**src/rtl/bcp_pkg.sv**
```systemverilog
// Shared types and helpers for the BCP clause evaluator.
//   status_e  : clause classification reported on out_status.
//   lit_true  : a literal is true when its variable is assigned and the
//               assigned value matches the literal polarity.
package bcp_pkg;

  typedef enum logic [1:0] {
    ST_SAT      = 2'd0,
    ST_UNIT     = 2'd1,
    ST_CONFLICT = 2'd2,
    ST_UNRES    = 2'd3
  } status_e;

  // Saturated free-literal count: 0, 1 or 2 (meaning "two or more").
  localparam int FREE_CNT_W = 2;

  function automatic logic lit_true(input logic val, input logic pol, input logic asgn);
    return asgn & (val == pol);
  endfunction

endpackage

```
**src/rtl/bcp_lit_scan.sv**
```systemverilog
// Combinational literal scanner.
// Ports:
//   live           in  per-literal live mask (literal index < clause length)
//   val/pol/asgn   in  per-literal value, polarity, assigned flag
//   true_vec       out live & literal true
//   free_vec       out live & variable unassigned
//   any_true       out at least one live literal is true
//   free_cnt_sat   out number of free live literals, saturated at 2
//   first_free_idx out lowest index of a free live literal (0 if none)
module bcp_lit_scan
  import bcp_pkg::*;
#(
  parameter int MAX_LITS = 4,
  parameter int IDX_W    = $clog2(MAX_LITS)
) (
  input  logic [MAX_LITS-1:0]   live,
  input  logic [MAX_LITS-1:0]   val,
  input  logic [MAX_LITS-1:0]   pol,
  input  logic [MAX_LITS-1:0]   asgn,
  output logic [MAX_LITS-1:0]   true_vec,
  output logic [MAX_LITS-1:0]   free_vec,
  output logic                  any_true,
  output logic [FREE_CNT_W-1:0] free_cnt_sat,
  output logic [IDX_W-1:0]      first_free_idx
);

  int free_cnt;

  always_comb begin
    true_vec       = '0;
    free_vec       = '0;
    free_cnt       = 0;
    first_free_idx = '0;
    // Walk from the top index down so the lowest free index is the last write.
    for (int i = MAX_LITS - 1; i >= 0; i--) begin
      true_vec[i] = live[i] & lit_true(val[i], pol[i], asgn[i]);
      free_vec[i] = live[i] & ~asgn[i];
      if (free_vec[i]) begin
        free_cnt       = free_cnt + 1;
        first_free_idx = IDX_W'(i);
      end
    end
    any_true     = |true_vec;
    free_cnt_sat = (free_cnt >= 2) ? FREE_CNT_W'(2) : FREE_CNT_W'(free_cnt);
  end

endmodule

```
**src/rtl/bcp_clause_eval.sv**
```systemverilog
// Two-stage pipelined clause evaluator for the BCP engine.
// One clause enters per accepted beat; the result leaves two cycles later
// classified as SAT, UNIT, CONFLICT or UNRESOLVED, with the implied literal
// index/value for UNIT.
// Ports:
//   clk, rst_n                       clock, synchronous active-low reset
//   in_valid/in_ready                input handshake
//   in_id, in_len, in_val,
//   in_pol, in_asgn                  clause payload
//   out_valid/out_ready              output handshake
//   out_id, out_status, out_idx,
//   out_imp_val                      result payload
//   clr_stats                        clear counters and conflict_seen
//   conflict_seen                    sticky CONFLICT-emitted flag
//   unit_cnt, conflict_cnt           saturating event counters
module bcp_clause_eval
  import bcp_pkg::*;
#(
  parameter int MAX_LITS         = 4,
  parameter int ID_W             = 16,
  parameter int CNT_W            = 16,
  parameter int HALT_ON_CONFLICT = 1
) (
  input  logic                          clk,
  input  logic                          rst_n,
  input  logic                          in_valid,
  output logic                          in_ready,
  input  logic [ID_W-1:0]               in_id,
  input  logic [$clog2(MAX_LITS+1)-1:0] in_len,
  input  logic [MAX_LITS-1:0]           in_val,
  input  logic [MAX_LITS-1:0]           in_pol,
  input  logic [MAX_LITS-1:0]           in_asgn,
  output logic                          out_valid,
  input  logic                          out_ready,
  output logic [ID_W-1:0]               out_id,
  output status_e                       out_status,
  output logic [$clog2(MAX_LITS)-1:0]   out_idx,
  output logic                          out_imp_val,
  input  logic                          clr_stats,
  output logic                          conflict_seen,
  output logic [CNT_W-1:0]              unit_cnt,
  output logic [CNT_W-1:0]              conflict_cnt
);

  localparam int LEN_W = $clog2(MAX_LITS + 1);
  localparam int IDX_W = $clog2(MAX_LITS);
  localparam logic [LEN_W-1:0] MAX_LEN = LEN_W'(MAX_LITS);

  // Handshake: a transfer happens on a side when valid & ready are both high
  // at a rising edge. Each stage loads when it is empty or its downstream
  // consumes in the same cycle, so in_ready depends combinationally on
  // out_ready. Output payload is held stable while out_valid & !out_ready.

  // ---------------- Stage registers ----------------
  logic                  s1_v_q,         s1_v_d;
  logic [ID_W-1:0]       s1_id_q,        s1_id_d;
  logic [MAX_LITS-1:0]   s1_true_q,      s1_true_d;
  logic [MAX_LITS-1:0]   s1_free_q,      s1_free_d;
  logic [MAX_LITS-1:0]   s1_pol_q,       s1_pol_d;
  logic [FREE_CNT_W-1:0] s1_free_cnt_q,  s1_free_cnt_d;
  logic [IDX_W-1:0]      s1_first_idx_q, s1_first_idx_d;

  logic                  s2_v_q,         s2_v_d;
  logic [ID_W-1:0]       s2_id_q,        s2_id_d;
  status_e               s2_status_q,    s2_status_d;
  logic [IDX_W-1:0]      s2_idx_q,       s2_idx_d;
  logic                  s2_imp_q,       s2_imp_d;

  logic [CNT_W-1:0]      unit_cnt_q,     unit_cnt_d;
  logic [CNT_W-1:0]      conflict_cnt_q, conflict_cnt_d;
  logic                  conflict_seen_q, conflict_seen_d;

  // ---------------- Flow control ----------------
  logic halt;
  logic s2_load;
  logic s1_load;
  logic in_accept;
  logic out_hs;

  assign halt      = (HALT_ON_CONFLICT != 0) && conflict_seen_q;
  assign s2_load   = ~s2_v_q | out_ready;
  assign s1_load   = ~s1_v_q | s2_load;
  assign in_ready  = s1_load & ~halt;
  assign in_accept = in_valid & in_ready;
  assign out_hs    = s2_v_q & out_ready;

  // ---------------- Stage 1: literal scan ----------------
  logic [LEN_W-1:0]      len_clamped;
  logic [MAX_LITS-1:0]   live_mask;
  logic [MAX_LITS-1:0]   scan_true;
  logic [MAX_LITS-1:0]   scan_free;
  logic                  scan_any_true;
  logic [FREE_CNT_W-1:0] scan_free_cnt;
  logic [IDX_W-1:0]      scan_first_idx;

  always_comb begin
    len_clamped = (in_len > MAX_LEN) ? MAX_LEN : in_len;
    live_mask   = '0;
    for (int i = 0; i < MAX_LITS; i++) begin
      live_mask[i] = (LEN_W'(i) < len_clamped);
    end
  end

  bcp_lit_scan #(
    .MAX_LITS (MAX_LITS),
    .IDX_W    (IDX_W)
  ) u_scan (
    .live           (live_mask),
    .val            (in_val),
    .pol            (in_pol),
    .asgn           (in_asgn),
    .true_vec       (scan_true),
    .free_vec       (scan_free),
    .any_true       (scan_any_true),
    .free_cnt_sat   (scan_free_cnt),
    .first_free_idx (scan_first_idx)
  );

  always_comb begin
    s1_v_d         = s1_v_q;
    s1_id_d        = s1_id_q;
    s1_true_d      = s1_true_q;
    s1_free_d      = s1_free_q;
    s1_pol_d       = s1_pol_q;
    s1_free_cnt_d  = s1_free_cnt_q;
    s1_first_idx_d = s1_first_idx_q;
    if (s1_load) begin
      s1_v_d = in_accept;
      if (in_accept) begin
        s1_id_d        = in_id;
        s1_true_d      = scan_true;
        s1_free_d      = scan_free;
        s1_pol_d       = in_pol;
        s1_free_cnt_d  = scan_free_cnt;
        s1_first_idx_d = scan_first_idx;
      end
    end
  end

  // scan_any_true is recomputed in stage 2 from the registered flags.
  logic unused_any_true;
  assign unused_any_true = scan_any_true;

  // ---------------- Stage 2: classification ----------------
  status_e          cls_status;
  logic [IDX_W-1:0] cls_idx;
  logic             cls_imp;

  always_comb begin
    cls_status = ST_UNRES;
    cls_idx    = '0;
    cls_imp    = 1'b0;
    if (|s1_true_q) begin
      cls_status = ST_SAT;
    end else begin
      case (s1_free_cnt_q)
        FREE_CNT_W'(0): cls_status = ST_CONFLICT;
        FREE_CNT_W'(1): begin
          cls_status = ST_UNIT;
          cls_idx    = s1_first_idx_q;
          // Exactly one free bit is set, so this selects its polarity.
          cls_imp    = |(s1_free_q & s1_pol_q);
        end
        default:        cls_status = ST_UNRES;
      endcase
    end
  end

  always_comb begin
    s2_v_d      = s2_v_q;
    s2_id_d     = s2_id_q;
    s2_status_d = s2_status_q;
    s2_idx_d    = s2_idx_q;
    s2_imp_d    = s2_imp_q;
    if (s2_load) begin
      s2_v_d = s1_v_q;
      if (s1_v_q) begin
        s2_id_d     = s1_id_q;
        s2_status_d = cls_status;
        s2_idx_d    = cls_idx;
        s2_imp_d    = cls_imp;
      end
    end
  end

  // ---------------- Statistics ----------------
  logic unit_hs;
  logic conf_hs;

  assign unit_hs = out_hs && (s2_status_q == ST_UNIT);
  assign conf_hs = out_hs && (s2_status_q == ST_CONFLICT);

  // A clear that coincides with a counted event leaves that event recorded.
  always_comb begin
    unit_cnt_d      = unit_cnt_q;
    conflict_cnt_d  = conflict_cnt_q;
    conflict_seen_d = conflict_seen_q | conf_hs;
    if (clr_stats) begin
      unit_cnt_d      = unit_hs ? CNT_W'(1) : '0;
      conflict_cnt_d  = conf_hs ? CNT_W'(1) : '0;
      conflict_seen_d = conf_hs;
    end else begin
      if (unit_hs && (unit_cnt_q != '1)) begin
        unit_cnt_d = unit_cnt_q + CNT_W'(1);
      end
      if (conf_hs && (conflict_cnt_q != '1)) begin
        conflict_cnt_d = conflict_cnt_q + CNT_W'(1);
      end
    end
  end

  // ---------------- Registers ----------------
  always_ff @(posedge clk) begin
    if (!rst_n) begin
      s1_v_q          <= 1'b0;
      s1_id_q         <= '0;
      s1_true_q       <= '0;
      s1_free_q       <= '0;
      s1_pol_q        <= '0;
      s1_free_cnt_q   <= '0;
      s1_first_idx_q  <= '0;
      s2_v_q          <= 1'b0;
      s2_id_q         <= '0;
      s2_status_q     <= ST_SAT;
      s2_idx_q        <= '0;
      s2_imp_q        <= 1'b0;
      unit_cnt_q      <= '0;
      conflict_cnt_q  <= '0;
      conflict_seen_q <= 1'b0;
    end else begin
      s1_v_q          <= s1_v_d;
      s1_id_q         <= s1_id_d;
      s1_true_q       <= s1_true_d;
      s1_free_q       <= s1_free_d;
      s1_pol_q        <= s1_pol_d;
      s1_free_cnt_q   <= s1_free_cnt_d;
      s1_first_idx_q  <= s1_first_idx_d;
      s2_v_q          <= s2_v_d;
      s2_id_q         <= s2_id_d;
      s2_status_q     <= s2_status_d;
      s2_idx_q        <= s2_idx_d;
      s2_imp_q        <= s2_imp_d;
      unit_cnt_q      <= unit_cnt_d;
      conflict_cnt_q  <= conflict_cnt_d;
      conflict_seen_q <= conflict_seen_d;
    end
  end

  assign out_valid     = s2_v_q;
  assign out_id        = s2_id_q;
  assign out_status    = s2_status_q;
  assign out_idx       = s2_idx_q;
  assign out_imp_val   = s2_imp_q;
  assign unit_cnt      = unit_cnt_q;
  assign conflict_cnt  = conflict_cnt_q;
  assign conflict_seen = conflict_seen_q;

endmodule

```
**config.mk**
```make
export PLATFORM = sky130hd
export DESIGN_NAME = bcp_clause_eval
export DESIGN_NICKNAME = d
export VERILOG_FILES = /design/src/rtl/bcp_pkg.sv /design/src/rtl/bcp_lit_scan.sv /design/src/rtl/bcp_clause_eval.sv
export SDC_FILE = /design/constraint.sdc
export NUM_CORES = 1
export LEC_CHECK = 0
export CORE_MARGIN = 2
export CORE_UTILIZATION = 56
export CTS_BUF_LIST = sky130_fd_sc_hd__clkbuf_8
export DETAILED_ROUTE_END_ITERATION = 6
export PLACE_DENSITY = 0.9
export SLEW_MARGIN = 10
export SYNTH_ARGS = -nofsm -noshare
export SYNTH_HDL_FRONTEND = slang
export SYNTH_SLANG_ARGS = --single-unit
```
**constraint.sdc**
```tcl
create_clock -name clk -period 4.4 [get_ports clk]
set_input_delay 1.32 -clock clk [delete_from_list [all_inputs] [get_ports clk]]
set_output_delay 1.32 -clock clk [all_outputs]
set_load 0.02 [all_outputs]
```
======== Word-level counts from Yosys, hierarchy flattened ========
Cells that the tools add are included.
storage, ports and cells
  input port bits ......................... 36
  output and inout port bits .............. 56
  word-level logic and storage cells ...... 95
  bits in registers ....................... 88
operators by class
  magnitude comparators ................... 6
  multiplexer cells ....................... 23
  bitwise gates (word level) .............. 26
  add/sub/neg operators ................... 5
  reduce and logical (&&, ||, !) cells .... 11
  equal/unequal tests ..................... 9
operator list
  cell                     count
  $mux W32                 3
  $add A32 B2 Y32 const B  2
  $mux W16                 4
  $add A16 B1 Y16 const B  2
  $ge A32 B3 Y1 const B    1
  $ne A16 B16 Y1 const B   2
  $mux W2                  8
  $and A1 B1 Y1            15
  $reduce_or A4 Y1         2
  $not A1 Y1               7
  $lt A1 B3 Y1 const A     2
  $lt A2 B3 Y1 const A     2
  $mux W1                  6
  $and A4 B4 Y4            1
  $eq A1 B1 Y1             4
  $eq A2 B1 Y1 const B     2
  $logic_and A1 B1 Y1      4
  $pmux W2 S2              1
  $reduce_and A2 Y1        2
  $reduce_bool A2 Y1       2
  $gt A3 B3 Y1 const B     1
  $mux W3                  1
  $or A1 B1 Y1             3
  $add A1 B1 Y2 const B    1
  2 further kinds          2

======== Depth between registers and ports, before layout ========
  depth after elaboration ................. 13
  gate-level depth with buffers ........... 10
  gate-level depth less buffers ........... 10

======== Cells and area by module ========
From an unflattened synthesis, not the netlist that was laid out.
second synthesis, totals
  cells, all modules ...................... 498
  area total of the unflattened synthesis .. 3990.1 µm²
by module, submodules not included
  module           times used  seq. area each (µm²)  cells an instance  area an instance (µm²)
  bcp_clause_eval  1           1761.7                456                3682.3
  bcp_lit_scan     1           0.0                   42                 307.8

======== Least setup slack after synthesis ========
No wires, ideal clock.
  path kind ............................... input to register
  start point ............................. input port in_len[0]
  end point ............................... register s1_free_cnt_q[1]
  buffers on the path ..................... 0
  arrival time ............................ 2.986 ns
  library setup time ...................... 0.115 ns
  data required time ...................... 4.285 ns
  cell stages on the path ................. 9
  path slack .............................. 1.299 ns
  cells stage by stage .................... a21oi_1 nor2_1 inv_1 ha_1 xnor2_1 ha_1 nor4bb_1 o31ai_1 and2_1
between the ends
  elaborated cells between the ends (all ways) .. 19
  those cells by class .................... add/sub: 3; order compare: 6; mux: 6; bitwise: 4
RTL lines
  what                    line                    RTL
  start: declaration      bcp_clause_eval.sv:29   input logic [$clog2(MAX_LITS+1)-1:0] in_len,
  $gt A3 B3 Y1            bcp_clause_eval.sv:97   len_clamped = (in_len > MAX_LEN) ? MAX_LEN : in_len;
  $mux W3 (*)             bcp_clause_eval.sv:97
  $lt A2 B3 Y1 (*)        bcp_clause_eval.sv:100  live_mask[i] = (LEN_W'(i) < len_clamped);
  $and A1 B1 Y1 (*)       bcp_lit_scan.sv:37      free_vec[i] = live[i] & ~asgn[i];
  named net scan_free[2]  bcp_clause_eval.sv:91   logic [MAX_LITS-1:0] scan_free;
  $mux W32 (*)            bcp_lit_scan.sv:38      if (free_vec[i]) begin
  $add A32 B2 Y32         bcp_lit_scan.sv:39      free_cnt = free_cnt + 1;
  $mux W32 (*)            bcp_lit_scan.sv:38
  $add A32 B2 Y32         bcp_lit_scan.sv:39
  $mux W32 (*)            bcp_lit_scan.sv:38
  $ge A32 B3 Y1           bcp_lit_scan.sv:44      free_cnt_sat = (free_cnt >= 2) ? FREE_CNT_W'(2) : FREE_CNT_W'(free_cnt);
  $mux W2 (*)             bcp_lit_scan.sv:44
  end signal: assignment  bcp_clause_eval.sv:236  s1_free_cnt_q <= s1_free_cnt_d;
  end: declaration        bcp_clause_eval.sv:60   logic [FREE_CNT_W-1:0] s1_free_cnt_q, s1_free_cnt_d;
Mark *: on every way through the listed nets, which the timed path passes. The rest lies on a longest branch.
A chain may end at the register's enable or synchronous reset.

======== Worst setup path after layout ========
  start point ............................. input port out_ready
  end point ............................... output port in_ready
between the ends
  cells in the longest elaborated chain, start to end .. 3
ends and longest elaborated chain
  what                line                   RTL
  start: declaration  bcp_clause_eval.sv:34  input logic out_ready,
  $or A1 B1 Y1        bcp_clause_eval.sv:81  assign s2_load = ~s2_v_q | out_ready;
  $or A1 B1 Y1        bcp_clause_eval.sv:82  assign s1_load = ~s1_v_q | s2_load;
  $and A1 B1 Y1       bcp_clause_eval.sv:83  assign in_ready = s1_load & ~halt;
  end: declaration    bcp_clause_eval.sv:27  output logic in_ready,
Every way passes these cells.

==> flow_metrics.py <==
metrics = {
    "run_status": {
        "outcome": "completed",
    },
    "pwr": {
        "pwr-share-comb": 0.102,
        "power.share.switching": 0.262,
        "power.sequential.fraction": 0.557,
        "total_switching_power_w": 0.000391,
        "power.density_nw_per_um2": 295,
        "clockPowerShare": 0.342,
        "internal-power_w": 0.00110,
        "irDropWorstVdd_mv": 0.187,
        "cellLeakagePower_nw": 1.71,
    },
    "worst_setup_path": {
        "setup.worst_path.end_class": "output pin",
        "timing.rr.start": "conflict_cnt[0]",
        "r2r_cells": 6,
        "rr_endpoint": "conflict_cnt[7]",
        "critPathArrivalTime_ns": 2.80,
        "worst_setup_path_start_kind": "input port",
        "crit_path_max_fanout": 6,
        "setup.reg_to_reg.worst_slack_ns": 2.36,
        "critPathRequiredTime_ns": 3.08,
        "worst-setup-path-type": "input port to output pin",
    },
    "clock_network": {
        "setup_buffers_after_cts": 0,
        "htree_num_levels": 3,
        "numCtsBuffers": 9,
        "clkSinkCount": 88,
        "insertion_delay_ns": 0.36,
        "cts-root-buf": "sky130_fd_sc_hd__clkbuf_8",
        "tritoncts": "yes",
        "cts-resized-gates": 0,
        "clockBufferDepth": 2,
        "hold_buffers": 0,
        "clkTransAtPathRegs_ns": 0.09,
    },
    "die": {
        "design.die.area_sq_um": 7680,
        "io_pins": 92,
        "dieHeight_microns": 87.6,
        "fp.dieW_microns": 87.6,
        "cell_rows": 30,
        "coreArea_sq_um": 6790,
        "initial_utilization": 0.577,
    },
    "global_route": {
        "gr-total-overflow": 0,
        "grt_usage": 0.232,
        "grt_antenna_before_repair": 0,
        "grt_use_met2": 0.400,
        "use_met3": 0.0697,
        "grt-busiest-layer": "met2",
        "grt.met1_usage": 0.279,
        "first_global_vias": 3262,
        "grt_start_max_net_pins": 53,
        "grt_first_pass_wirelength_microns": 14300,
    },
    "synth": {
        "synth_cells": 463,
        "primary_flip_flop_cell_chosen_by_synthesis_mapping": "sky130_fd_sc_hd__dfxtp_1",
        "synth_cell_types": 46,
        "synth.yosys.warnings": 0,
        "netlist_area_sq_um": 3920,
        "synthesized_area_divided_by_synthesized_cell_count_sq_um": 8.46,
        "synth_seq_cells": 88,
        "async_flop_share": 0,
        "synth_seq_area_share": 0.450,
        "synth_enable_flop_cells": 0,
        "syn_nets": 505,
    },
    "drt": {
        "drc": 0,
        "detail-route-antenna-nets": 0,
        "via_per_inst": 5.39,
        "drt-wirelength-per-cell_microns": 13.2,
        "first_pass_drt_iterations": 4,
        "initialDrtViolationCount": 136,
        "postRouteWirelength_microns": 8570,
        "route.vias.total": 3490,
    },
    "finish": {
        "n_fill_cell": 541,
        "area_growth_pct": 29.3,
        "final_net_count": 589,
        "share_of_cells_above_drive_strength_1": 0.0489,
        "layout.cells.most_common_list": "sky130_fd_sc_hd__nand2_1, sky130_fd_sc_hd__clkdlybuf4s50_1, sky130_fd_sc_hd__dfxtp_1, sky130_fd_sc_hd__nor2_1, sky130_fd_sc_hd__a21boi_1",
        "num_antenna_cells": 0,
        "layout_commonest_cell": "sky130_fd_sc_hd__nand2_1",
    },
    "sta": {
        "grt_setup_unrepaired": "false",
        "post-route-min-period_ns": 4.12,
        "timing.final.setup_violations": 0,
        "finalWorstSetupSlack_ns": 0.277,
        "worst_pin_slew_ns": 0.874,
        "maxClockFrequency_ghz": 0.243,
        "summed_negative_setup_slack_over_all_endpoints_ns": 0,
        "timing.max_slew.rel_slack": 0.417,
        "timing_max_transition_violations_final": 0,
        "post-route-period-util": 0.937,
        "final_hold_viol_count": 0,
        "worst_clock_skew_ns": 0.0115,
    },
    "hold_path": {
        "worst_hold_path.endpoint": "out_id[0]",
        "worst_hold_startpoint": "s1_id_q[0]",
        "hold_path_class": "flop to flop",
        "hold-path-cell-count": 2,
    },
    "place": {
        "pre_cts_ws_ns": 0.286,
        "placement.io_buffers": 91,
        "gp_routability_congestion": 0.843,
        "dp_hpwl_microns": 6200,
    },
    "run": {
        "drv_cap": 0,
    },
}
-- layout make-up --
cell class	count	area, sq um	share of cell area
multi-input cells	349	2050	0.406
flip-flops and latches	88	1760	0.348
repair buffers	94	933	0.184
clock buffers	9	124	0.0245
well taps	96	120	0.0237
clock inverters	7	53.8	0.0106
inverters	5	18.8	0.00370
-- state kept, by name, summed over array words and instances, names as in the netlist --
register / flops
s1_v_q: 1
out_imp_val: 1
out_status: 2
s1_free_q: 4
out_valid: 1
out_idx: 2
conflict_cnt: 16
conflict_seen: 1
unit_cnt: 16
s1_first_idx_q: 2
s1_pol_q: 4
s1_id_q: 16
out_id: 16
s1_free_cnt_q: 2
s1_true_q: 4
-- routing by layer --
layer  vias up  share of wire
met5         -              0
met4         0         0.0092
met3        11          0.060
met2       102           0.50
met1      1617           0.43
li1       1760              -
-- how the worst max path moves through the flow --
stage	startpoint	to	slack [ns]
final	out_ready	in_ready	0.28
after global placement	out_ready	in_ready	0.31
after CTS	out_ready	in_ready	0.28
after global routing	out_ready	in_ready	0.23
after floorplan	in_len[0]	s1_free_cnt_q[1]	1.30
after detailed placement	out_ready	in_ready	0.29
-- synthesized netlist by cell type, types with 10 or more instances --
| cell type | number | area, sq um |
|---|---|---|
| sky130_fd_sc_hd__clkbuf_1 | 18 | 67.6 |
| sky130_fd_sc_hd__a21boi_1 | 25 | 188 |
| sky130_fd_sc_hd__nor2b_1 | 12 | 75.1 |
| sky130_fd_sc_hd__xnor2_1 | 23 | 201 |
| sky130_fd_sc_hd__nand2_1 | 101 | 379 |
| sky130_fd_sc_hd__o21ai_0 | 10 | 50.1 |
| sky130_fd_sc_hd__nand3_1 | 13 | 65.1 |
| sky130_fd_sc_hd__nor3_1 | 23 | 115 |
| sky130_fd_sc_hd__a21oi_1 | 14 | 70.1 |
| sky130_fd_sc_hd__nor2_1 | 30 | 113 |
| sky130_fd_sc_hd__dfxtp_1 | 88 | 1760 |
| sky130_fd_sc_hd__a21boi_0 | 20 | 150 |
-- metrics by stage --
step	utilization	instances	total power [W]	instance area, sq um	hold slack (ns)
after floorplan	-	463	0.000935	3920	0.430
after global placement	0.720	632	0.000996	4890	0.439
after detailed placement	0.720	632	0.00100	4890	0.445
after CTS	0.746	648	0.00151	5070	0.458
after global routing	0.746	648	0.00156	5070	0.472
final	0.746	648	0.00149	5070	0.456
-- critical path, cell delays in order --
cell	delay, ns
sky130_fd_sc_hd__clkdlybuf4s50_1	0.59
sky130_fd_sc_hd__nor2b_1	0.10
sky130_fd_sc_hd__a21oi_1	0.17
sky130_fd_sc_hd__clkdlybuf4s50_1	0.62
-- power by group through the flow --
stage	logic, W	registers [W]	clock network, W
2_1_floorplan	0.0000814	0.000854	0
3_3_place_gp	0.000147	0.000849	0
3_5_place_dp	0.000152	0.000850	0
4_1_cts	0.000153	0.000832	0.000522
5_1_grt	0.000169	0.000835	0.000552
6_report	0.000152	0.000832	0.000510
-- logic make-up after synthesis --
kind of cell	synth area share
xor+xnor	0.0581
flops	0.450
fa+ha+maj	0.0192
mux	0.00511
compound gates	0.144
simple gates	0.298
buf+inv	0.0259
(Power assumes the default switching activity.)
